### config.mk
export PLATFORM = sky130hd
export DESIGN_NAME = ha_serial_add_ctrl
export DESIGN_NICKNAME = d
export VERILOG_FILES = /design/src/rtl/ha_serial_pkg.sv /design/src/rtl/ha_serial_add_ctrl_cell.sv /design/src/rtl/ha_serial_add_ctrl.sv
export SDC_FILE = /design/constraint.sdc
export NUM_CORES = 1
export LEC_CHECK = 0
export ABC_AREA = 1
export CORE_ASPECT_RATIO = 0.5
export CORE_MARGIN = 2
export CORE_UTILIZATION = 45
export CTS_BUF_LIST = sky130_fd_sc_hd__clkbuf_8
export DETAILED_ROUTE_END_ITERATION = 10
export MAX_ROUTING_LAYER = met4
export PLACE_DENSITY = 0.75
export SYNTH_ARGS = -nofsm -noshare
export SYNTH_HDL_FRONTEND = slang
export SYNTH_SLANG_ARGS = --single-unit
### constraint.sdc
create_clock -name clk -period 1.5 [get_ports clk]
set_input_delay 0.45 -clock clk [delete_from_list [all_inputs] [get_ports clk]]
set_output_delay 0.45 -clock clk [all_outputs]
set_load 0.03 [all_outputs]
### src/rtl/ha_serial_pkg.sv
// ha_serial_pkg: shared types and constants for the bit-serial half-adder sequencer
//   ha_state_t        : FSM state encoding (IDLE, PH_A, PH_B, DONE)
//   HA_PHASES_PER_BIT : cell passes spent on each operand bit
//   ha_idx_w()        : bit-index register width for a given operand width
package ha_serial_pkg;
  typedef enum logic [1:0] {IDLE, PH_A, PH_B, DONE} ha_state_t;
  localparam int HA_PHASES_PER_BIT = 2;
  function automatic int ha_idx_w(input int w);
    return $clog2(w);
  endfunction
endpackage

### src/rtl/ha_serial_add_ctrl_cell.sv
// ha_cell: purely combinational half-adder cell
//   x, y : input bits
//   s    : x ^ y
//   c    : x & y
module ha_cell (
  input  logic x,
  input  logic y,
  output logic s,
  output logic c
);
  assign s = x ^ y;
  assign c = x & y;
endmodule

### src/rtl/ha_serial_add_ctrl.sv
// ha_serial_add_ctrl: bit-serial WIDTH-bit adder sharing one half-adder cell over two phases per bit
//   clk, rst_n             : clock, asynchronous active-low reset
//   start_valid/ready, op_a, op_b, cin : operand handshake
//   res_valid/ready, res_sum, res_cout : result handshake, result held until consumed
//   busy                   : high while the cell is in use (PH_A/PH_B)
//   res_ovf                : signed overflow, present only with HA_SERIAL_OVF_EN defined
import ha_serial_pkg::*;
module ha_serial_add_ctrl #(
  parameter int WIDTH = 8
) (
  input  logic             clk,
  input  logic             rst_n,
  input  logic             start_valid,
  output logic             start_ready,
  input  logic [WIDTH-1:0] op_a,
  input  logic [WIDTH-1:0] op_b,
  input  logic             cin,
  output logic             res_valid,
  input  logic             res_ready,
  output logic [WIDTH-1:0] res_sum,
  output logic             res_cout,
`ifdef HA_SERIAL_OVF_EN
  output logic             res_ovf,
`endif
  output logic             busy
);
  localparam int IW = ha_idx_w(WIDTH);
  ha_state_t state, nxt;
  logic [WIDTH-1:0] a_r, b_r;
  logic [IW-1:0] idx;
  logic carry, s1, c1, cx, cy, cs, cc, last, new_c;
  // PH_A feeds the operand bits, PH_B feeds the partial sum and running carry
  assign cx = state == PH_A ? a_r[idx] : s1;
  assign cy = state == PH_A ? b_r[idx] : carry;
  assign last = idx == IW'(WIDTH - 1);
  assign new_c = c1 | cc;
  assign start_ready = state == IDLE;
  assign busy = state == PH_A || state == PH_B;
  ha_cell u_cell (.x(cx), .y(cy), .s(cs), .c(cc));
  always_ff @(posedge clk or negedge rst_n)
    if (!rst_n) state <= IDLE;
    else state <= nxt;
  always_comb begin
    nxt = state;
    case (state)
      IDLE: nxt = start_valid ? PH_A : IDLE;
      PH_A: nxt = PH_B;
      PH_B: nxt = last ? DONE : PH_A;
      DONE: nxt = res_ready ? IDLE : DONE;
      default: nxt = IDLE;
    endcase
  end
  always_ff @(posedge clk or negedge rst_n)
    if (!rst_n) begin
      a_r <= '0;
      b_r <= '0;
      idx <= '0;
      carry <= 1'b0;
      s1 <= 1'b0;
      c1 <= 1'b0;
      res_sum <= '0;
      res_cout <= 1'b0;
      res_valid <= 1'b0;
`ifdef HA_SERIAL_OVF_EN
      res_ovf <= 1'b0;
`endif
    end else begin
      if (state == IDLE && start_valid) begin
        a_r <= op_a;
        b_r <= op_b;
        carry <= cin;
        idx <= '0;
      end
      if (state == PH_A) begin
        s1 <= cs;
        c1 <= cc;
      end
      if (state == PH_B) begin
        res_sum[idx] <= cs;
        carry <= new_c;
        idx <= last ? idx : idx + IW'(1);
        if (last) begin
          res_cout <= new_c;
          res_valid <= 1'b1;
`ifdef HA_SERIAL_OVF_EN
          // carry still holds the carry into the MSB during the last PH_B
          res_ovf <= carry ^ new_c;
`endif
        end
      end
      if (state == DONE && res_ready) res_valid <= 1'b0;
    end
endmodule
==> results of run 1 <==
[worst min-delay path by stage]
stage	to	slack, ns	from	cells after the start
floorplan	a_r[0]	0.15	rst_n	0
global placement	c1	0.47	c1	2
detailed placement	a_r[6]	0.47	a_r[6]	2
CTS	a_r[6]	0.49	a_r[6]	2
global route	res_valid	0.53	res_valid	2
finish	a_r[6]	0.50	a_r[6]	2
[layout make-up]
class | count | area (µm²)
Fill cell | 262 | 1010
Sequential cell | 34 | 853
Multi-Input combinational cell | 130 | 791
Timing Repair Buffer | 56 | 509
Inverter | 26 | 105
Clock buffer | 5 | 68.8
Tap cell | 51 | 63.8
Clock inverter | 3 | 40.0
Timing Repair inverter | 1 | 8.76
[sequential cells by signal, summed over array words and instances, names as in the netlist]
register and cells:
res_cout 1, res_sum 8, state 2, b_r 8
carry 1, a_r 8, c1 1, res_valid 1
idx 3, s1 1
[timing repair]
action / CTS / global route
endpoints found under the setup margin: 18 / 21
hold buffers: 0 / 0
resized for setup: 31 / 25
cloned: 1 / 0
buffers inserted: 4 / 3
pin swaps: 12 / 13
[metal layers]
metal | routed length, µm | share of wire | up-vias
li1 | - | - | 742
met1 | 1810 | 0.45 | 719
met2 | 1890 | 0.47 | 44
met3 | 196 | 0.049 | 14
met4 | 126 | 0.031 | 0
met5 | 0 | 0 | -
[cell families (layout without fill, tap and decap cells)]
kind of cell,count (synthesis),count (layout)
simple gates,83,83
compound gates,39,39
flops,34,34
buf+inv,29,91
fa+ha+maj,8,8
[worst min-delay path, cell delays in order (launching register included)]
cell and delay (ns):
dfrtp_1 0.36, nand2_1 0.06, nand2_1 0.05
[power breakdown]
part | switching (mW) | leakage (nW) | total, mW | internal (mW)
clock network | 0.341 | 0.0579 | 0.830 | 0.489
logic | 1.91 | 0.688 | 3.26 | 1.35
registers | 0.250 | 0.423 | 1.58 | 1.33
total | 2.50 | 1.17 | 5.67 | 3.17
[cell usage in the layout, fill, tap and decap left out, drive strengths merged, types with 8 or more instances in the layout]
cell type / n
a21oi: 9
buf: 34
clkdlybuf4s50: 20
dfrtp: 34
ha: 8
inv: 26
nand2: 61
nand3: 10
nor2: 12
o21ai: 21
[cells in the mapped netlist (all sizes together)]
cell and n:
nand2 61, clkinv 1, a21oi 9, buf 3, inv 25, dfrtp 34
ha 8, nand3 10, o21ai 21, o211ai 2, nor2 12, a31oi 7
[through the flow]
step	cell area, µm²	util
6_report	2440	0.707
5_1_grt	2440	0.707
4_1_cts	2360	0.683
3_5_place_dp	2120	0.614
3_3_place_gp	2120	0.614
2_1_floorplan	1640	-
==> summary.md, run 1 <==
| Metric | Value |
|---|---|
| Adder-Cell Fraction of Synth Area | 0.0614 |
| Buf/Inv on CP | 2 |
| Simple logic cell fraction of the synthesized area | 0.213 |
| Complex-gate fraction of the synthesized area | 0.128 |
| CP Launch Point | idx[0] |
| CP max stage delay | 0.41 ns |
| Setup ws final | -0.230 ns |
| ANT cells | 0 |
| Seq/Total Area, Yosys | 0.522 |
| Critical Path End | res_sum[4] |
| Clock sinks | 34 |
| # DRC | 0 |
| Slew @ Worst Pin | 0.257 ns |
| Yosys warnings | 0 |
| Total Power | 5.67 mW |
| Combinational family with the most area after synthesis | simple AND/OR/NAND/NOR gates |
| Crit Path Class | reg2reg |
| Vias | 1519 |
| Final Critical Period | 1.73 ns |
| Levels on crit path | 8 |
| Slew headroom | 0.829 |
| Post-Route Setup TNS | -2.19 ns |
| RSZ-0062 raised after global routing | yes |
| Dpl hpwl | 2530 µm |
| Final period util | 1.15 |
| Status | finished with violations |
| Most frequent CP cell | nor2_2 |
| Starting density of the core | 0.472 |
| Synth top area cells | dfrtp_1, nand2_1, o21ai_0, ha_1, inv_1 |
| Cts bufs inserted | 5 |
| Failing checks | negative setup slack |
| Die Area | 0.00415 mm² |
| Worst R2R Path Depth | 8 |
| Root buffer cell | clkbuf_8 |
| Hold_ws | 0.497 ns |
| Req. time, crit path | 1.72 ns |
| CTS tree | yes |
| Fin. max-slew vios | 0 |
| Via count of the first global-routing pass | 1417 |
| Dpl ws | -0.171 ns |
| Via density | 4.96 |
| Grt ovf | 0 |
| Reg2Reg Setup Slack | -0.23 ns |
| Placed cells | 290 |
| Critical R2R Launch | idx[0] |
| Clock transition at path regs | 0.07 ns |
| Post-synth cell types | 15 |
| Cell Chain, Critical Path | buf_6 > o211ai_1 > nand2_1 > nor2_2 > nor2_2 > ha_4 > clkinv_4 > a31oi_1 |
| Synth area leader | dfrtp_1 |
| Crit-path max FO | 7 |
| CP max stage cell | dfrtp_1 |
| Post-Syn Area per Cell | 8.45 µm² |
| Layout Nets | 283 |
| Routed WL | 4020 µm |
| Initial antenna violation count | 0 |
| Max Fclk | 578 MHz |
| Share of layout cells above drive strength 1 | 0.333 |
| PD cells | 2320 mW/mm² |
| First-pass GRT wire length | 6290 µm |
| First-pass DRT Iterations | 4 |
| Non-filler cells in the finished layout | 306 |
| Crit path max-delay family | flip-flops |
| Top-area cell type share of the netlist area | 0.522 |
| Setup Viol. Count Final | 14 |
| Met3 Use GR | 0.0484 |
| Synthesized flop and latch total | 34 |
| Mean routed wirelength per cell | 13.1 µm |
| # IOs | 33 |
| Row count | 15 |
| Crit path DAT | 1.95 ns |
| GRT met2 Usage | 0.353 |
| CTS Buffer Depth | 2 |
| Final RePlAce weighted congestion | 0.822 |
| Post-synthesis xor/xnor area fraction | 0 |
| Syn Std Cell Area | 0.00163 mm² |
| GRT Util Overall | 0.215 |
| Die Span Y | 46.6 µm |
| Skew-Pair Late Insertion Delay | 0.29 ns |
| Multiplexer share of the synthesized area | 0 |
| Number of DRC markers in iteration 0 | 109 |
| Syn Nets | 222 |
| Die X | 89.1 µm |
| Syn Inst Count | 193 |
| Worst vdd ir | 1.18 mV |
| Port bufs | 32 |
| Static leakage | 1.17 nW |
| Pin count of the biggest net entering global routing | 35 |
| Hold Fails Final Rpt | 0 |
| Layout Skew | 0.00748 ns |
| CTS HTree Levels | 2 |
| Element type at the critical path end | flip-flop |
| Reg2reg end | res_sum[4] |
| Area Overhead vs Synth | 49.7% |
| Startpoint Class | flip-flop |
| Total of max-cap violations | 0 |
| Worst hold path type | reg2reg |
| Routed Antenna Nets | 0 |
| GR Util met1 | 0.264 |
| Core area | 0.00345 mm² |
| Gr busiest metal | met2 |
Note: power is estimated with default switching activity, not from simulation.
==> inputs of run 2 (changes only) <==
CAP_MARGIN = 20   (was default)
==> results of run 2 <==
Same layout as run 1: the final DEF is identical, and so are final timing and power.
